--- config.mk ---
export PLATFORM = sky130hd
export DESIGN_NAME = fetch_unit_flat
export DESIGN_NICKNAME = d
export VERILOG_FILES = /design/src/rtl/fetch_unit_if.sv /design/src/rtl/fetch_unit.sv /design/src/flat_wrapper.sv
export SDC_FILE = /design/constraint.sdc
export NUM_CORES = 1
export LEC_CHECK = 0
export ABC_AREA = 1
export CAP_MARGIN = 30
export CORE_AREA = 2 2 52 54
export DETAILED_ROUTE_END_ITERATION = 8
export DIE_AREA = 0 0 54 56
export GPL_ROUTABILITY_DRIVEN = 0
export PLACE_DENSITY = 0.85
export SYNTH_ARGS = -nofsm -noshare
export SYNTH_HDL_FRONTEND = slang
export SYNTH_SLANG_ARGS = --single-unit
--- constraint.sdc ---
create_clock -name clk -period 1.5 [get_ports clk]
set_input_delay 0.3 -clock clk [delete_from_list [all_inputs] [get_ports clk]]
set_output_delay 0.3 -clock clk [all_outputs]
set_load 0.02 [all_outputs]
--- src/rtl/fetch_unit_if.sv ---
// Fetch-unit bus bundle: program-memory read port plus the issue handshake
// towards the cycle-count/address-latch stage.
interface fetch_unit_if;
    logic [4:0] mem_addr;
    logic       mem_rd;
    logic [7:0] mem_rdata;
    logic [2:0] opcode;
    logic [4:0] address;
    logic       instr_valid;
    logic       instr_ready;
    logic       exe_done;
    logic       acc_zero;
    logic       halted;

    modport master (
        output mem_addr, mem_rd, opcode, address, instr_valid, halted,
        input  mem_rdata, instr_ready, exe_done, acc_zero
    );

    modport slave (
        input  mem_addr, mem_rd, opcode, address, instr_valid, halted,
        output mem_rdata, instr_ready, exe_done, acc_zero
    );
endinterface

--- src/rtl/fetch_unit.sv ---
// Instruction fetch stage of the 8-bit RISC CPU: owns the 5-bit PC, resolves JMP/SKZ/HLT.
// Build option FETCH_HALT_EN: when defined HLT stops the unit, otherwise HLT is a no-op.
module fetch_unit #(
    parameter logic [4:0] RESET_PC = 5'd0
) (
    input  logic         clk,
    input  logic         rst_n,
    fetch_unit_if.master bus
);
    // Opcodes: 000 HLT, 001 SKZ, 010 ADD, 011 AND, 100 XOR, 101 LDA, 110 STO, 111 JMP.
    localparam logic [2:0] OP_SKZ = 3'b001;
    localparam logic [2:0] OP_JMP = 3'b111;
`ifdef FETCH_HALT_EN
    localparam logic [2:0] OP_HLT = 3'b000;
`endif

    typedef enum logic [2:0] {
        FETCH = 3'd0,
        LOAD  = 3'd1,
        ISSUE = 3'd2,
        WAIT  = 3'd3
`ifdef FETCH_HALT_EN
        , HALT = 3'd4
`endif
    } state_t;

    state_t     state_q, state_d;
    logic [4:0] pc_q, pc_d;
    logic [7:0] ir_q, ir_d;
    logic [4:0] mem_addr_q, mem_addr_d;
    logic       mem_rd_q, mem_rd_d;
    logic       instr_valid_q, instr_valid_d;
    logic       handshake_s;

    assign handshake_s = (state_q == ISSUE) && bus.instr_ready;

    // State register
    always_ff @(posedge clk or negedge rst_n) begin
        if (!rst_n) begin
            state_q <= FETCH;
        end else begin
            state_q <= state_d;
        end
    end

    // Next-state logic; the first FETCH after reset spends one edge raising mem_rd
    always_comb begin
        state_d = state_q;
        case (state_q)
            FETCH: begin
                if (mem_rd_q) state_d = LOAD;
                else          state_d = FETCH;
            end
            LOAD: state_d = ISSUE;
            ISSUE: begin
                if (handshake_s) begin
                    if (ir_q[7:5] == OP_JMP) state_d = FETCH;
`ifdef FETCH_HALT_EN
                    else if (ir_q[7:5] == OP_HLT) state_d = HALT;
`endif
                    else state_d = WAIT;
                end else begin
                    state_d = ISSUE;
                end
            end
            WAIT: begin
                if (bus.exe_done) state_d = FETCH;
                else              state_d = WAIT;
            end
`ifdef FETCH_HALT_EN
            HALT: state_d = HALT;
`endif
            default: state_d = FETCH;
        endcase
    end

    // Output/datapath next values; registered outputs are derived from the next state
    always_comb begin
        pc_d = pc_q;
        ir_d = ir_q;
        case (state_q)
            LOAD: begin
                ir_d = bus.mem_rdata;
                pc_d = pc_q + 5'd1;
            end
            ISSUE: begin
                if (handshake_s && (ir_q[7:5] == OP_JMP)) pc_d = ir_q[4:0];
                else                                      pc_d = pc_q;
            end
            WAIT: begin
                if (bus.exe_done && bus.acc_zero && (ir_q[7:5] == OP_SKZ)) pc_d = pc_q + 5'd1;
                else                                                        pc_d = pc_q;
            end
            default: pc_d = pc_q;
        endcase
        mem_rd_d      = (state_d == FETCH);
        mem_addr_d    = mem_rd_d ? pc_d : mem_addr_q;
        instr_valid_d = (state_d == ISSUE);
    end

    // Datapath and registered outputs
    always_ff @(posedge clk or negedge rst_n) begin
        if (!rst_n) begin
            pc_q          <= RESET_PC;
            ir_q          <= 8'd0;
            mem_addr_q    <= 5'd0;
            mem_rd_q      <= 1'b0;
            instr_valid_q <= 1'b0;
        end else begin
            pc_q          <= pc_d;
            ir_q          <= ir_d;
            mem_addr_q    <= mem_addr_d;
            mem_rd_q      <= mem_rd_d;
            instr_valid_q <= instr_valid_d;
        end
    end

`ifdef FETCH_HALT_EN
    logic halted_q;

    // Halt flag rises the cycle after the HLT handshake
    always_ff @(posedge clk or negedge rst_n) begin
        if (!rst_n) begin
            halted_q <= 1'b0;
        end else begin
            halted_q <= (state_d == HALT);
        end
    end

    assign bus.halted = halted_q;
`else
    assign bus.halted = 1'b0;
`endif

    assign bus.mem_addr    = mem_addr_q;
    assign bus.mem_rd      = mem_rd_q;
    assign bus.instr_valid = instr_valid_q;
    assign bus.opcode      = ir_q[7:5];
    assign bus.address     = ir_q[4:0];
endmodule

--- src/flat_wrapper.sv ---
// flat-port wrapper written by rule: the top's interface ports become plain ports
module fetch_unit_flat 
#(
    parameter logic [4:0] RESET_PC = 5'd0
)
  (clk, rst_n, bus_mem_addr, bus_mem_rd, bus_opcode, bus_address, bus_instr_valid, bus_halted, bus_mem_rdata, bus_instr_ready, bus_exe_done, bus_acc_zero);
  fetch_unit_if bus_i ();
  input  logic clk;
  input  logic rst_n;
  output wire logic [$bits(bus_i.mem_addr)-1:0] bus_mem_addr;
  output wire logic [$bits(bus_i.mem_rd)-1:0] bus_mem_rd;
  output wire logic [$bits(bus_i.opcode)-1:0] bus_opcode;
  output wire logic [$bits(bus_i.address)-1:0] bus_address;
  output wire logic [$bits(bus_i.instr_valid)-1:0] bus_instr_valid;
  output wire logic [$bits(bus_i.halted)-1:0] bus_halted;
  input wire logic [$bits(bus_i.mem_rdata)-1:0] bus_mem_rdata;
  input wire logic [$bits(bus_i.instr_ready)-1:0] bus_instr_ready;
  input wire logic [$bits(bus_i.exe_done)-1:0] bus_exe_done;
  input wire logic [$bits(bus_i.acc_zero)-1:0] bus_acc_zero;
  assign bus_mem_addr = bus_i.mem_addr;
  assign bus_mem_rd = bus_i.mem_rd;
  assign bus_opcode = bus_i.opcode;
  assign bus_address = bus_i.address;
  assign bus_instr_valid = bus_i.instr_valid;
  assign bus_halted = bus_i.halted;
  assign bus_i.mem_rdata = bus_mem_rdata;
  assign bus_i.instr_ready = bus_instr_ready;
  assign bus_i.exe_done = bus_exe_done;
  assign bus_i.acc_zero = bus_acc_zero;
  fetch_unit #(.RESET_PC(RESET_PC)) u_core (.clk(clk), .rst_n(rst_n), .bus(bus_i));
endmodule
==> results of run 1 <==
==> what timing repair did <==
action,in CTS,in global routing
gates resized for setup,15,2
pin swaps,0,2
setup endpoints to repair,15,2
==> flip-flops by register name (all words and copies together), names as in the netlist <==
signal                  count
u_core.ir_q                 8
u_core.bus.mem_rd           1
u_core.bus.mem_addr         5
u_core.state_q              2
u_core.pc_q                 5
u_core.bus.instr_valid      1
==> worst paths after layout <==
path | from | cells past startpoint | end | slack, ns
setup / recovery | u_core.ir_q[5] | 1 | bus_opcode[0] | 0.12
hold / removal | rst_n | 2 | u_core.state_q[1] | 0.32
setup reg to reg | u_core.state_q[0] | 8 | u_core.bus.mem_addr[3] | 0.12
hold reg to reg | u_core.bus.mem_addr[4] | 2 | u_core.bus.mem_addr[4] | 0.49
max in group asynchronous | rst_n | 2 | u_core.pc_q[0] | 0.95
min in group clk | u_core.bus.mem_addr[4] | 2 | u_core.bus.mem_addr[4] | 0.49
==> routing by layer <==
| metal | up-vias | GRT usage | share of wire |
|---|---|---|---|
| li1 | 496 | - | - |
| met1 | 476 | 0.2120 | 0.42 |
| met2 | 21 | 0.3223 | 0.54 |
| met3 | 2 | 0.02419 | 0.037 |
| met4 | 0 | 0.06429 | 0.010 |
| met5 | - | 0 | 0 |
==> final cells by class <==
type | instances | area, sq um | area share
inverters | 16 | 62.56 | 0.04129
multi-input cells | 95 | 500.5 | 0.3303
clock buffers | 3 | 22.52 | 0.01486
flip-flops and latches | 22 | 550.5 | 0.3633
well taps | 30 | 37.54 | 0.02477
repair buffers | 35 | 311.5 | 0.2056
clock inverters | 1 | 30.03 | 0.01982
==> cells by family (layout without fill, tap and decap cells) <==
group                      after synthesis  in the layout  share of synthesized area
and+or+nand+nor                         83             83                     0.3440
DFF                                     22             22                     0.4835
buffers and inverters                   19             55                    0.08132
AOI/OAI and AO/OA                        5              5                    0.02747
muxes                                    5              5                    0.04945
adders and majority gates                1              1                    0.01099
other                                    1              1                   0.003294
==> cells in the final DEF, fill, tap and decap left out, drive strengths merged <==
cell and n:
a21boi 1, a21oi 3, buf 8, bufinv 1, clkbuf 3, clkdlybuf4s50 12, conb 1, dfrtp 22
dlygate4sd2 15, ha 1, inv 16, mux2 5, nand2 51, nand3 15, nand4 3, nor2 14
o21ai 1
==> power breakdown <==
part | switching, W | internal, W | total, W | leakage, nW
logic | 0.00106 | 0.000706 | 0.00176 | 0.507
clock network | 0.000182 | 0.000270 | 0.000453 | 0.0279
registers | 0.000229 | 0.000874 | 0.00110 | 0.269
total | 0.00147 | 0.00185 | 0.00332 | 0.804
==> metrics by stage <==
step           cells  setup WS (ns)  utilization  instance area [sq um]
2_1_floorplan    136         0.1716            -                   1139
3_3_place_gp     198        -0.1262       0.6070                   1476
3_5_place_dp     198        -0.1437       0.6070                   1476
4_1_cts          202        0.07933       0.6209                   1510
5_1_grt          202       0.006646       0.6229                   1515
6_report         202         0.1163       0.6229                   1515
==> out/summary.txt, run 1 <==
================================================================================
Drt via density ...................................................        4.926
Die boundary width ................................................        54 um
Number of vias in the routed layout ...............................          995
Total of buffers placed on input and output ports .................           27
Netlist Area Pre-Place ............................................   1139 sq um
Clock insertion delay at the later pin of the skew report .........      0.31 ns
Accumulated negative setup slack ..................................         0 ns
Worst Clk Skew ....................................................  0.004487 ns
Antenna Nets Post-Route ...........................................            0
Tot GR Track Use ..................................................       0.1807
Clk slew on worst S/H paths .......................................      0.12 ns
Placed wire-length estimate .......................................      1903 um
Leading register cell type out of synthesis .......................      dfrtp_1
Maximum number of pins on one net before global-route repair ......           23
Final count of pins violating max slew ............................            0
Number of flops mapped to enable cells by yosys ...................            0
DR iter-0 viols ...................................................           22
# fillers .........................................................          222
Type of the most critical hold path ...............................  in -> async
Synth-to-Final Area Change ........................................       33.08%
Via count of the first global-routing pass ........................         1008
WP buf/inv ........................................................            1
Critical path class ...............................................   reg -> out
H-Tree Depth ......................................................            1
Slowest cell on the critical path .................................      dfrtp_1
Number of antenna violations at the first check in global routing .            0
Dominant cell type by area after synthesis ........................      dfrtp_1
Static leakage ....................................................    0.8040 nW
Data arrival time of the critical path ............................      1.08 ns
Required time of the critical path ................................      1.20 ns
Largest fanout of any net on the critical path ....................            4
Period utilisation layout .........................................       0.9225
Fmax achieved .....................................................   0.7227 GHz
Final Hold Violating Endpoints ....................................            0
Outcome ........................................................... finished clean
Average detailed-routed wire length per instance ..................     12.14 um
Clock buffers created by TritonCTS ................................            3
Number of top-level pins ..........................................           29
Family with the most delay on the worst path ......................   flip-flops
Post-synthesis register bit count .................................           22
CTS Buffer Depth ..................................................            2
Top cells by area in the synthesized netlist ...................... dfrtp_1 (48%), nand2_1 (16%), mux2_2 (4.9%)
Synth Net Count ...................................................          150
Share of the synthesized area in the top cell type ................       0.4835
Clock root buffer .................................................     clkbuf_4
Number of buffers added to fix hold violations after cts ..........            0
Max-cap viol count ................................................            0
Floorplan core area ...............................................   2432 sq um
Post-synthesis async set-or-reset flop share ......................        1.000
Minimum clock period ..............................................     1.384 ns
First-pass iteration count of the detailed router .................            4
Overall die area ..................................................   3024 sq um
Die Y-Extent ......................................................        56 um
Most numerous cell in the Yosys netlist ...........................      nand2_1
List of most frequent post-synthesis cells ........................ nand2_1 (48), dfrtp_1 (22), inv_1 (12), nand3_1 (11), nor2_1 (11)
Routed wire length ................................................      2453 um
Final setup violation count .......................................            0
Synth warn ........................................................            0
Critical path, cell by cell ....................................... dlygate4sd2_1
Gate count after technology mapping ...............................          136
Tightest hold margin ..............................................    0.3200 ns
Residual DRC count ................................................            0
CP endpoint kind ..................................................   output pin
Unique cell type count in the Yosys netlist .......................           21
CP startpoint kind ................................................     register
VDD IR-drop max ...................................................   0.001128 V
Initial standard-cell utilization of the core .....................       0.4681
Number of rows created at floorplan ...............................           18
Synthesized area per cell .........................................  8.372 sq um
RSZ-0062 raised after global routing ..............................        false
Total power consumption of the routed design ......................   0.003319 W
Sequential fraction of the synthesis area .........................       0.4835
Cell Pwr Density .................................................. 2190 nW/um^2
Crit-path max cell delay ..........................................      0.42 ns
TritonCTS clock tree ..............................................         done
Total global routing overflow .....................................            0
First-pass GRT wire length ........................................      4084 um
Final Net Count ...................................................          187
TritonCTS Sinks ...................................................           22
Count of antenna diodes in the layout .............................            0
Setup repair bufs after CTS .......................................            0
Fraction of layout instances using a drive strength above 1 .......       0.1977
================================================================================
Power figures use the tool's default switching activity.
==> run 2: changes to the inputs <==
--- a/config.mk
+++ b/config.mk
@@ -7,11 +7,13 @@
 export LEC_CHECK = 0
 export ABC_AREA = 1
 export CAP_MARGIN = 30
-export CORE_AREA = 2 2 52 54
+export CELL_PAD_IN_SITES_DETAIL_PLACEMENT = 1
+export CELL_PAD_IN_SITES_GLOBAL_PLACEMENT = 1
+export CORE_AREA = 2 2 61 63
 export DETAILED_ROUTE_END_ITERATION = 8
-export DIE_AREA = 0 0 54 56
+export DIE_AREA = 0 0 63 65
 export GPL_ROUTABILITY_DRIVEN = 0
-export PLACE_DENSITY = 0.85
+export PLACE_DENSITY = 0.84
 export SYNTH_ARGS = -nofsm -noshare
 export SYNTH_HDL_FRONTEND = slang
 export SYNTH_SLANG_ARGS = --single-unit
==> run 2 against run 1 <==
- clock skew fell by 0.0016 ns
- setup slack got worse by 0.034 ns
- die area rose by 35%
- worst hold slack got worse by 0.0050 ns
- critical endpoint unchanged
- largest power group unchanged
- via count rose by 2.3%
- total power barely moved
==> out/summary.txt, run 2 (same netlist as run 1, synthesis figures left out) <==
==================================================================================
Total power consumption of the routed design ........................   0.003322 W   about the same
Clock buffers created by TritonCTS ..................................            3   unchanged
Clk slew on worst S/H paths .........................................      0.13 ns   about the same
Area of placed instances ............................................   1499 sq um   +1.5%
Number of top-level pins ............................................           29   unchanged
Die Y-Extent ........................................................        65 um   +16%
VDD IR-drop max .....................................................  0.0007232 V   -36%
Endpoint of the worst register-to-register path ..................... u_core.bus.mem_addr[3]
Pre-CTS setup slack .................................................   -0.2078 ns   -0.06406 ns
Floorplan core area .................................................   3496 sq um   +44%
Flip-flop count of the largest register, all copies and words added .            8   unchanged
Total of buffers placed on input and output ports ...................           27   unchanged
# fillers ...........................................................          443   +100%
Fraction of layout instances using a drive strength above 1 .........       0.2386   +0.04096
Total global routing overflow .......................................            0   unchanged
Number of logic stages on the critical path including buffering .....            1   unchanged
Number of antenna violations at the first check in global routing ...            0   unchanged
Static leakage ......................................................    0.8143 nW   +1.3%
Final Net Count .....................................................          191   +2.1%
Final setup violation count .........................................            0   unchanged
DR iter-0 viols .....................................................            6   -73%
Overall die area ....................................................   4095 sq um   +35%
CTS Buffer Depth ....................................................            2   unchanged
TritonCTS Sinks .....................................................           22   unchanged
Most common cell after layout, fill and taps aside ..................      nand2_1
R2r startpoint ...................................................... u_core.ir_q[5]
Worst Clk Skew ......................................................  0.002850 ns   -0.001637 ns
Family with the most delay on the worst path ........................   flip-flops
Tot GR Track Use ....................................................       0.1593   -0.02149
Final Cell Area .....................................................   1559 sq um   +2.9%
Max-cap viol count ..................................................            0   unchanged
Slowest cell on the critical path ...................................      dfrtp_1
Synth-to-Final Area Change ..........................................       36.92%
Routed wire length ..................................................      2847 um   +16%
Critical path class .................................................   reg -> out
First-pass iteration count of the detailed router ...................            2   -2
Clock root buffer ...................................................     clkbuf_4
TritonCTS clock tree ................................................         done
H-Tree Depth ........................................................            1   unchanged
Sequential cell fraction of total power .............................        0.331   about the same
Logic gate share of total power .....................................        0.567   +0.035
Maximum number of pins on one net before global-route repair ........           23   unchanged
Source of the critical timing path .................................. u_core.ir_q[5]
CP startpoint kind ..................................................     register
Critical path capture point ......................................... bus_opcode[0]
Count of antenna diodes in the layout ...............................            0   unchanged
Outcome ............................................................. finished clean
Drt via density .....................................................        4.545   -7.7%
Switching power .....................................................   0.001528 W   +4.0%
Period utilisation layout ...........................................       0.9454   +0.02288
Switching fraction of total power ...................................       0.4600   +0.01742
Largest fanout of any net on the critical path ......................            4   unchanged
Critical path, cell by cell ......................................... dlygate4sd2_1
Final count of pins violating max slew ..............................            0   unchanged
Average detailed-routed wire length per instance ....................     12.71 um   +4.7%
Type of the most critical hold path .................................  in -> async
Initial standard-cell utilization of the core .......................       0.3257   -0.1424
Required time of the critical path ..................................      1.20 ns   about the same
Clock insertion delay at the later pin of the skew report ...........      0.31 ns   about the same
Fmax achieved .......................................................   0.7052 GHz   -2.4%
WP buf/inv ..........................................................            1   unchanged
Number of vias in the routed layout .................................         1018   +2.3%
Crit-path max cell delay ............................................      0.45 ns   +0.03 ns
Data arrival time of the critical path ..............................      1.12 ns   +0.04 ns
Die boundary width ..................................................        63 um   +17%
Via count of the first global-routing pass ..........................         1130   +12%
Number of rows created at floorplan .................................           22   +4
Minimum clock period ................................................     1.418 ns   +0.03432 ns
Cell Pwr Density .................................................... 2131 nW/um^2   -2.7%
Tightest hold margin ................................................    0.3149 ns   -0.005022 ns
PnR worst setup slack ...............................................   0.08195 ns   -0.03432 ns
Final Hold Violating Endpoints ......................................            0   unchanged
Antenna Nets Post-Route .............................................            0   unchanged
Internal power component ............................................   0.001794 W   -3.0%
First-pass GRT wire length ..........................................      5085 um   +25%
Residual DRC count ..................................................            0   unchanged
Top register by number of flip-flops ................................  u_core.ir_q
R2R Setup Slk .......................................................      0.13 ns   about the same
Leading cell types in the layout, fill and taps excluded ............ nand2_1 (47), dfrtp_1 (20), dlygate4sd2_1 (15)
Count of cells along the worst register-to-register path ............            9   +1
Placed wire-length estimate .........................................      2305 um   +21%
CP endpoint kind ....................................................   output pin
Clock share of power ................................................        0.102   -0.034
==================================================================================
[run 2: cell types whose count changed in the layout (fill, tap and decap cells not counted)]
cell	delta
buf_4	+4
dfrtp_1	-2
dfrtp_2	+2
bufinv_16	-1
clkbuf_8	+1
nand2_1	-1
nand2_2	+1
nor2_1	-1
nor2_2	+1
[run 2: how the worst min path moves through the flow]
stage,startpoint,endpoint,slack [ns],cells after the start
after floorplan,rst_n,u_core.bus.instr_valid,0.004,0
after global placement,u_core.bus.mem_addr[1],u_core.bus.mem_addr[1],0.47,2
after detailed placement,u_core.bus.mem_addr[3],u_core.bus.mem_addr[3],0.47,2
after CTS,rst_n,u_core.ir_q[0],0.33,2
after global routing,rst_n,u_core.ir_q[1],0.33,2
final,rst_n,u_core.ir_q[4],0.31,2
[run 2: repair_timing]
| action | 4_1_cts | 5_1_grt |
|---|---|---|
| endpoints found under the setup margin | 15 | 6 |
| hold buffers | 0 | 0 |
| pin swaps | 0 | 3 |
| resized for setup | 15 | 6 |
| cloned | 0 | 0 |
| buffers inserted | 0 | 4 |
[run 2: layer usage]
| metal | wire length (um) | track usage |
|---|---|---|
| met4 | 45 | 0.06111 |
| met1 | 1180 | 0.1727 |
| met3 | 73 | 0.02778 |
| met2 | 1547 | 0.3059 |
| met5 | 0 | 0 |
[run 2: area by class of cell]
cell class | instances | area (sq um) | share of cell area
Tap cell | 48 | 60.06 | 0.03852
Multi-Input combinational cell | 95 | 505.5 | 0.3242
Timing Repair Buffer | 39 | 341.6 | 0.2191
Inverter | 16 | 62.56 | 0.04013
Sequential cell | 22 | 553.0 | 0.3547
Clock buffer | 4 | 36.28 | 0.02327
[run 2: stage by stage]
step | setup TNS (ns) | cells | util
after floorplan | 0 | 136 | -
final | 0 | 224 | 0.4460
after global placement | -0.8861 | 216 | 0.4288
after CTS | 0 | 220 | 0.4338
after global routing | -0.001236 | 224 | 0.4460
after detailed placement | -1.411 | 216 | 0.4288
[run 2: power groups by stage]
stage | registers (W) | clock network (W) | logic [W]
floorplan | 0.00129 | 0 | 0.00102
global placement | 0.00111 | 0 | 0.00185
detailed placement | 0.00113 | 0 | 0.00194
CTS | 0.00111 | 0.000353 | 0.00181
global route | 0.00114 | 0.000378 | 0.00211
finish | 0.00110 | 0.000339 | 0.00189
==> run 3: changes to the inputs <==
--- a/config.mk
+++ b/config.mk
@@ -5,15 +5,15 @@
 export SDC_FILE = /design/constraint.sdc
 export NUM_CORES = 1
 export LEC_CHECK = 0
-export ABC_AREA = 1
 export CAP_MARGIN = 30
 export CELL_PAD_IN_SITES_DETAIL_PLACEMENT = 1
 export CELL_PAD_IN_SITES_GLOBAL_PLACEMENT = 1
-export CORE_AREA = 2 2 61 63
+export CORE_AREA = 2 2 58 60
 export DETAILED_ROUTE_END_ITERATION = 8
-export DIE_AREA = 0 0 63 65
+export DIE_AREA = 0 0 60 62
 export GPL_ROUTABILITY_DRIVEN = 0
 export PLACE_DENSITY = 0.84
+export SKIP_CTS_REPAIR_TIMING = 1
 export SYNTH_ARGS = -nofsm -noshare
 export SYNTH_HDL_FRONTEND = slang
 export SYNTH_SLANG_ARGS = --single-unit
==> run 3 against run 2 <==
- highest routed layer unchanged
- via count shrank 14%
- combinational power is 15% higher
- critical endpoint is now u_core.bus.mem_addr[3]
- clock skew about the same
- the flow now finishes with violations (negative setup slack)
- clock power is essentially flat
==> out/summary.txt, run 3 <==
==================================================================================
Outcome ............................................................. finished with violations
Violations in the final reports ..................................... negative setup slack
CP startpoint kind ..................................................     register
Final setup violation count .........................................            5   +5
Data arrival time of the critical path ..............................      1.85 ns   +0.73 ns
Share of the synthesized area in the top cell type ..................       0.5046   +0.02107
Max-cap viol count ..................................................            0   unchanged
Pre-CTS setup slack .................................................   -0.5014 ns   -0.2936 ns
Clock insertion delay at the later pin of the skew report ...........      0.32 ns   about the same
Post-synthesis async set-or-reset flop share ........................        1.000   unchanged
Final Net Count .....................................................          144   -25%
CTS Buffer Depth ....................................................            2   unchanged
Synth Net Count .....................................................          102   -32%
Most common cell after layout, fill and taps aside ..................      dfrtp_1
Residual DRC count ..................................................            0   unchanged
Cells after DPL .....................................................          167   -23%
Critical path class .................................................   reg -> reg
Area of placed instances ............................................   1491 sq um   -0.50%
Unique cell type count in the Yosys netlist .........................           31   +48%
Number of flops mapped to enable cells by yosys .....................            0   unchanged
Top register by number of flip-flops ................................  u_core.ir_q
Top cells by area in the synthesized netlist ........................ dfrtp_1 (50%), mux2_2 (9.3%), mux2_4 (6.9%)
Minimum clock period ................................................     1.632 ns   +0.2144 ns
Static leakage ......................................................    0.8612 nW   +5.8%
Synth warn ..........................................................            0   unchanged
Average detailed-routed wire length per instance ....................     16.70 um   +31%
Largest fanout of any net on the critical path ......................            8   +4
Clock buffers created by TritonCTS ..................................            3   unchanged
Via count of the first global-routing pass ..........................          924   -18%
Final Hold Violating Endpoints ......................................            0   unchanged
Fmax achieved .......................................................   0.6126 GHz   -13%
H-Tree Depth ........................................................            1   unchanged
Count of antenna diodes in the layout ...............................            0   unchanged
Number of rows created at floorplan .................................           21   -4.5%
Tightest hold margin ................................................    0.3398 ns   +0.02482 ns
Type of the most critical hold path .................................  in -> async
Worst Clk Skew ......................................................  0.002956 ns   +0.0001051 ns
DR iter-0 viols .....................................................           16   +10
Tot GR Track Use ....................................................       0.1600   +0.0007652
Floorplan core area .................................................   3179 sq um   -9.1%
Number of vias in the routed layout .................................          872   -14%
Number of top-level pins ............................................           29   unchanged
Die boundary width ..................................................        60 um   -4.8%
Antenna Nets Post-Route .............................................            0   unchanged
Die Y-Extent ........................................................        62 um   -4.6%
Synth-to-Final Area Change ..........................................       54.13%
First-pass iteration count of the detailed router ...................            4   +2
TritonCTS clock tree ................................................         done
Required time of the critical path ..................................      1.72 ns   +0.52 ns
Overall die area ....................................................   3720 sq um   -9.2%
VDD IR-drop max .....................................................  0.0006843 V   -5.4%
Drt via density .....................................................        4.983   +9.6%
Placed wire-length estimate .........................................      2025 um   -12%
Netlist Area Pre-Place ..............................................   1091 sq um   -4.2%
Routed wire length ..................................................      2922 um   +2.6%
TritonCTS Sinks .....................................................           22   unchanged
Total of buffers placed on input and output ports ...................           27   unchanged
Leading register cell type out of synthesis .........................      dfrtp_1
First-pass GRT wire length ..........................................      4264 um   -16%
Synthesized area per cell ...........................................  12.40 sq um   +48%
Leading cell types in the layout, fill and taps excluded ............ dfrtp_1 (19), dlymetal6s2s_1 (17), buf_4 (14)
Clk slew on worst S/H paths .........................................      0.13 ns   about the same
Post-synthesis register bit count ...................................           22   unchanged
Cell Pwr Density .................................................... 2197 nW/um^2   +3.1%
Period utilisation layout ...........................................        1.088   +0.1430
List of most frequent post-synthesis cells .......................... dfrtp_1 (22), mux2_2 (9), nand3_1 (9), mux2_4 (5)
Most numerous cell in the Yosys netlist .............................      dfrtp_1
Clock root buffer ...................................................     clkbuf_4
Sequential fraction of the synthesis area ...........................       0.5046   +0.02107
Final Cell Area .....................................................   1682 sq um   +7.9%
Maximum number of pins on one net before global-route repair ........           23   unchanged
Dominant cell type by area after synthesis ..........................      dfrtp_1
Fraction of layout instances using a drive strength above 1 .........       0.4186   +0.1800
Initial standard-cell utilization of the core .......................       0.3432   +0.01747
CP endpoint kind ....................................................     register
Final count of pins violating max slew ..............................            0   unchanged
Gate count after technology mapping .................................           88   -35%
Flip-flop count of the largest register, all copies and words added .            8   unchanged
Number of antenna violations at the first check in global routing ...            0   unchanged
Non-Filler Instances ................................................          175   -22%
RSZ-0062 raised after global routing ................................         true
# fillers ...........................................................          332   -25%
PnR worst setup slack ...............................................   -0.1325 ns   -0.2144 ns
Total global routing overflow .......................................            0   unchanged
==================================================================================
-- run 3: cell types whose count changed after synthesis, sizes merged, moves of 6 or more --
cell	delta
inv	-14
nand3	-6
mux2	+9
nor2	-11
nand2	-47
-- run 3: power breakdown --
group / total (W) / switching (W) / internal, W
Combinational: 0.00217 / 0.00101 / 0.00117
Clock: 0.000340 / 0.000192 / 0.000149
Sequential: 0.00118 / 0.000286 / 0.000894
-- run 3: layout make-up --
type	instances	area (sq um)	share of cell area
sequential	22	554.3	0.3296
tap	46	57.56	0.03423
multi-input combinational	58	576.8	0.3430
inverter	2	7.507	0.004464
timing repair buffer	43	449.2	0.2671
clock buffer	4	36.28	0.02158
-- run 3: path summary, 6_finish.rpt --
check | from | end | slack [ns] | cells after the start
worst min-delay path | rst_n | u_core.pc_q[2] | 0.34 | 2
worst max-delay path | u_core.ir_q[5] | u_core.bus.mem_addr[3] | -0.13 | 5
max in group asynchronous | rst_n | u_core.ir_q[7] | 0.91 | 2
worst min register to register | u_core.bus.mem_addr[1] | u_core.bus.mem_addr[1] | 0.52 | 1
min in group clk | bus_exe_done | u_core.state_q[1] | 0.35 | 3
worst max register to register | u_core.ir_q[5] | u_core.bus.mem_addr[3] | -0.13 | 5
-- run 3: kinds of logic (layout without fill, tap and decap cells) --
logic type | Yosys count | after routing | synth area share
AOI/OAI and AO/OA | 17 | 17 | 0.1468
muxes | 14 | 14 | 0.1617
buffers and inverters | 8 | 49 | 0.04816
and+or+nand+nor | 24 | 24 | 0.1158
other | 1 | 1 | 0.003437
DFF | 22 | 22 | 0.5046
xor gates and xnor gates | 1 | 1 | 0.008029
adders and majority gates | 1 | 1 | 0.01147
-- run 3: through the flow --
stage	TNS (ns)	utilization	total power, W
4_1_cts	-2.927	0.4805	0.003481
6_report	-0.5296	0.5289	0.003695
5_1_grt	-0.7812	0.5289	0.003924
3_3_place_gp	-3.395	0.4691	0.003060
2_1_floorplan	-0.09891	-	0.002313
3_5_place_dp	-3.788	0.4691	0.003139
-- run 3: layer usage --
| metal | GRT usage | part of all wire | routed length [um] |
|---|---|---|---|
| met1 | 0.1834 | 0.39 | 1133 |
| met2 | 0.2888 | 0.54 | 1584 |
| met3 | 0.03313 | 0.041 | 119 |
| met4 | 0.06984 | 0.029 | 85 |
| met5 | 0 | 0 | 0 |
-- run 3: critical path: stages (launching register included) --
cell,delay (ns)
dfrtp_2,0.46
and3_4,0.18
a31oi_4,0.33
buf_4,0.19
o311ai_4,0.10
mux2_4,0.27
==> variant 1, RTL diff (settings of run 2) <==
Add a define of `FETCH_HALT_EN`.
--- a/src/rtl/fetch_unit.sv
+++ b/src/rtl/fetch_unit.sv
@@ -1,5 +1,7 @@
 // Instruction fetch stage of the 8-bit RISC CPU: owns the 5-bit PC, resolves JMP/SKZ/HLT.
 // Build option FETCH_HALT_EN: when defined HLT stops the unit, otherwise HLT is a no-op.
+`define FETCH_HALT_EN
+
 module fetch_unit #(
     parameter logic [4:0] RESET_PC = 5'd0
 ) (
Formal check against the unedited RTL: not equivalent (a bounded check fails within 10 cycles, from zero or initial values and one cycle with rst_n low).
==> variant 1 against run 2 <==
Design area rose by 13%; area after synthesis up 6.4%; total power increased by 11%; die area unchanged; setup slack worse by 0.041 ns; critical endpoint is now u_core.ir_q[1]$_DFFE_PN0P_; hold slack better by 0.011 ns; synthesized cell count is 0.74% lower; critical path type is now reg2reg; fmax decreased by 2.8%; sequential cell count is 2 higher; utilization grew 5.7 points; routed wire length rose by 23%; combinational power up 19%; clock skew is 0.00098 ns higher.
==> variant 1: results (changes against run 2) <==
* Clk pwr share at 7.7% (-2.5 points)
* First-pass GRT wire length at 5460 um (+7.5%)
* Setup WS pre-CTS at -0.243 ns (-0.0353 ns)
* Antenna diode count at 0 (unchanged)
* Reg with most FFs: u_core.ir_q
* Resized Gates After CTS at 16 (+1)
* Initial antenna violation count at 0 (unchanged)
* Worst IR Drop VDD at 0.838 mV (+16%)
* Post-CTS setup buffers at 0 (unchanged)
* Router iterations before antenna repair at 4 (+2)
* Clock Skew at 0.00383 ns (+0.000983 ns)
* Reg2reg start: u_core.state_q[2]$_DFF_PN0_
* Root Buffer: clkbuf_4
* Vias per cell at 4.81 (+5.9%)
* Delay-heaviest family, CP: flip-flops
* DRT iter0 DRCs at 35 (+29)
* Post-synthesis sequential area ratio at 49.6% (+1.2 points)
* Worst-Skew Late Latency at roughly 0.32 ns
* Post-layout nets at 198 (+3.7%)
* Post-DP HPWL at 2540 um (+10%)
* Post-synth top cells: nand2_1 (43), dfrtp_1 (24), nor2_1 (11), nand3_1 (10), inv_1 (9)
* Vias in the first global route at 1153 (+2.0%)
* Worst hold path type: in2async
* Crit path max-delay cell type: dfrtp_1
* Mapped Nets at 149 (-0.67%)
* Top cells by area, synth: dfrtp_1 (50%), nand2_1 (13%), mux2_1 (6.5%)
* Switching Share at 47.1% (+1.1 points)
* GRT Total Usage at 17.4% (+1.5 points)
* Comb pwr share at 60.9% (+4.2 points)
* CTS clk-pin slew, worst paths at 0.13 ns (about the same)
* Layout cells sized above 1 at 32.4% (+8.6 points)
* Max reg flops at 8 (unchanged)
* Arrival time worst endpoint at 1.67 ns (+0.55 ns)
* P_leak at 0.910 nW (+12%)
* Placement Cell Area at 1580 sq um (+5.5%)
* Synth warn at 0 (unchanged)
* Total wire length at 3500 um (+23%)
* CTS Buf Count at 3 (unchanged)
* Input/output buffers at 28 (+3.7%)
* CP startpoint kind: flop
* Normalized max-slew margin at about 80%
* H-tree levels at 1 (unchanged)
* Unique masters post-synth at 21 (unchanged)
* CP max stage delay at 0.40 ns (-0.05 ns)
* FFs w/ async S/R, synth at 100% (unchanged)
* Clock buffer depth at 2 (unchanged)
* CP max FO at 9 (+5)
* Run status: finished, final reports clean
* Largest net degree at the start of global routing at 25 (+8.7%)
-- variant 1: area by class of cell --
type / count / area, sq um
clock buffer: 3 / 22.5
fill: 432 / 1740
inverter: 14 / 60.1
multi-input combinational: 96 / 627
sequential: 24 / 604
tap: 48 / 60.1
timing repair buffer: 45 / 383
-- variant 1: routing by layer --
layer / vias to the layer above / part of all wire (%) / GRT usage [%]
met4: 0 / 1.5 / 6.67
met1: 567 / 40 / 20.2
met3: 6 / 2.1 / 2.78
li1: 520 / - / -
met2: 14 / 56 / 32.2
met5: - / 0 / 0
-- variant 1: kinds of logic after synthesis --
logic type / after synthesis / share of synthesized area, %
AO/OA/AOI/OAI: 3 / 1.55
adder cells (fa/ha/maj): 1 / 1.03
buffers and inverters: 15 / 5.78
flip-flops: 24 / 49.6
multiplexers: 7 / 6.51
AND/OR/NAND/NOR: 85 / 35.5
-- variant 1: path summary, 6_finish.rpt --
path / endpoint / slack [ns] / cells past startpoint
worst min register to register: u_core.bus.mem_addr[3]$_DFFE_PN0N_ / 0.50 / 2
worst max-delay path: u_core.ir_q[1]$_DFFE_PN0P_ / 0.04 / 6
min in group clk: u_core.bus.mem_addr[3]$_DFFE_PN0N_ / 0.50 / 2
worst max register to register: u_core.ir_q[1]$_DFFE_PN0P_ / 0.04 / 6
max in group asynchronous: u_core.state_q[0]$_DFF_PN0_ / 0.92 / 2
worst min-delay path: u_core.ir_q[4]$_DFFE_PN0P_ / 0.33 / 2
-- variant 1: through the flow --
| stage | total power [mW] | cells |
|---|---|---|
| 6_report | 3.69 | 230 |
| 5_1_grt | 3.98 | 230 |
| 4_1_cts | 3.21 | 219 |
| 3_5_place_dp | 3.06 | 216 |
| 3_3_place_gp | 2.95 | 216 |
| 2_1_floorplan | 2.30 | 135 |
==> variant 2, RTL diff (settings of run 2) <==
Made on the original files. `ir_q` and `mem_addr_q` no longer have a reset.
--- a/src/rtl/fetch_unit.sv
+++ b/src/rtl/fetch_unit.sv
@@ -102,17 +102,18 @@
     always_ff @(posedge clk or negedge rst_n) begin
         if (!rst_n) begin
             pc_q          <= RESET_PC;
-            ir_q          <= 8'd0;
-            mem_addr_q    <= 5'd0;
             mem_rd_q      <= 1'b0;
             instr_valid_q <= 1'b0;
         end else begin
             pc_q          <= pc_d;
-            ir_q          <= ir_d;
-            mem_addr_q    <= mem_addr_d;
             mem_rd_q      <= mem_rd_d;
             instr_valid_q <= instr_valid_d;
         end
+    end
+
+    always_ff @(posedge clk) begin
+        ir_q       <= ir_d;
+        mem_addr_q <= mem_addr_d;
     end
 
 `ifdef FETCH_HALT_EN
Behaviour: differs if rst_n is asserted again (counterexample within 4 cycles, from zero or initial values and one cycle with rst_n low); with rst_n held inactive, the same outputs for 10 cycles.
==> variant 2 against run 2 <==
Sequential cell count stayed put; routed wire length down 7.2%; setup slack got worse by 0.022 ns; total power fell by 16%; die area did not move; area after synthesis fell by 7.0%; clock skew increased by 0.0027 ns; critical path depth grew 8; design area fell by 4.2%; sequential share of layout area rose by 5.8 points; critical endpoint is now u_core.bus.mem_addr[4]$_DFFE_PN_; largest power group unchanged.
==> variant 2: results (changes against run 2) <==
* FFs w/ async S/R, synth at 40.9% (-59 points)
* Crit path from: u_core.state_q[0]$_DFF_PN0_
* Run status: finished, final reports clean
* Top cells by area, synth: edfxtp_1 (37%), dfrtp_1 (21%), nand2_1 (9.6%)
* GRT Total Usage at 14.1% (-1.9 points)
* Placement Cell Area at 1450 sq um (-3.4%)
* DRT iter0 DRCs at 16 (+10)
* Worst Path Required at 1.57 ns (+0.37 ns)
* Post-synth top cells: nand2_1 (27), edfxtp_1 (13), nand3_1 (11), inv_1 (10), dfrtp_1 (9)
* Met1 Use GR at 14.4% (-2.9 points)
* Fill count at 426 (-3.8%)
* Unique masters post-synth at 25 (+19%)
* Post-synthesis sequential area ratio at 58.2% (+9.8 points)
* Post-synth EDFFs at 13 (+13)
* Largest net degree at the start of global routing at 13 (-43%)
* Placed cells at 185 (-14%)
* Grt met2 use at 27.5% (-3.1 points)
* Vias in the first global route at 1001 (-11%)
* Vias per cell at 4.47 (-1.6%)
* Total wire length at 2640 um (-7.2%)
* Synth Flop Type: edfxtp_1
* Met3 Use GR at 3.30% (+0.52 points)
* First-pass GRT wire length at 4380 um (-14%)
* Setup WS pre-CTS at -0.314 ns (-0.106 ns)
* Reg2reg start: u_core.state_q[0]$_DFF_PN0_
* Syn Inst Count at 102 (-25%)
* Post-DP HPWL at 2080 um (-9.8%)
* Mapped Nets at 116 (-23%)
* Clock Skew at 0.00552 ns (+0.00267 ns)
* Crit path max-delay cell type: dfrtp_2
* P_leak at 0.690 nW (-15%)
* DR vias at 854 (-16%)
* Post-layout nets at 158 (-17%)
* Post-Synth XOR/XNOR Area at 0.827% (+0.83 points)
* Wire length on met2 at 1470 um (-5.2%)
* Worst hold margin at 0.279 ns (-0.0358 ns)
* Post-synthesis mux area share at 0% (-4.9 points)
* Worst IR Drop VDD at 0.620 mV (-14%)
* Routed wl met3 at 161 um (+120%)
* Router iterations before antenna repair at 4 (+2)
-- variant 2: cell count changes in the layout (fill, tap and decap cells not counted), moves of 3 or more --
cell	before	now
nor2_1	9	5
edfxtp_1	0	13
nor2_2	3	0
nand3_2	4	1
mux2_2	5	0
nand2_1	47	27
dfrtp_1	20	8
a21oi_1	3	0
-- variant 2: repair_timing --
| action | 4_1_cts | 5_1_grt |
|---|---|---|
| endpoints found under the setup margin | 20 | 6 |
| pin swaps | 0 | 0 |
| resized for setup | 17 | 6 |
| hold buffers | 0 | 0 |
| setup buffers | 0 | 2 |
-- variant 2: layout make-up --
class | count | area (sq um) | share of cell area [%]
Sequential cell | 22 | 617 | 41.3
Inverter | 13 | 53.8 | 3.60
Multi-Input combinational cell | 65 | 393 | 26.3
Clock buffer | 4 | 26.3 | 1.76
Tap cell | 48 | 60.1 | 4.02
Timing Repair Buffer | 39 | 344 | 23.0
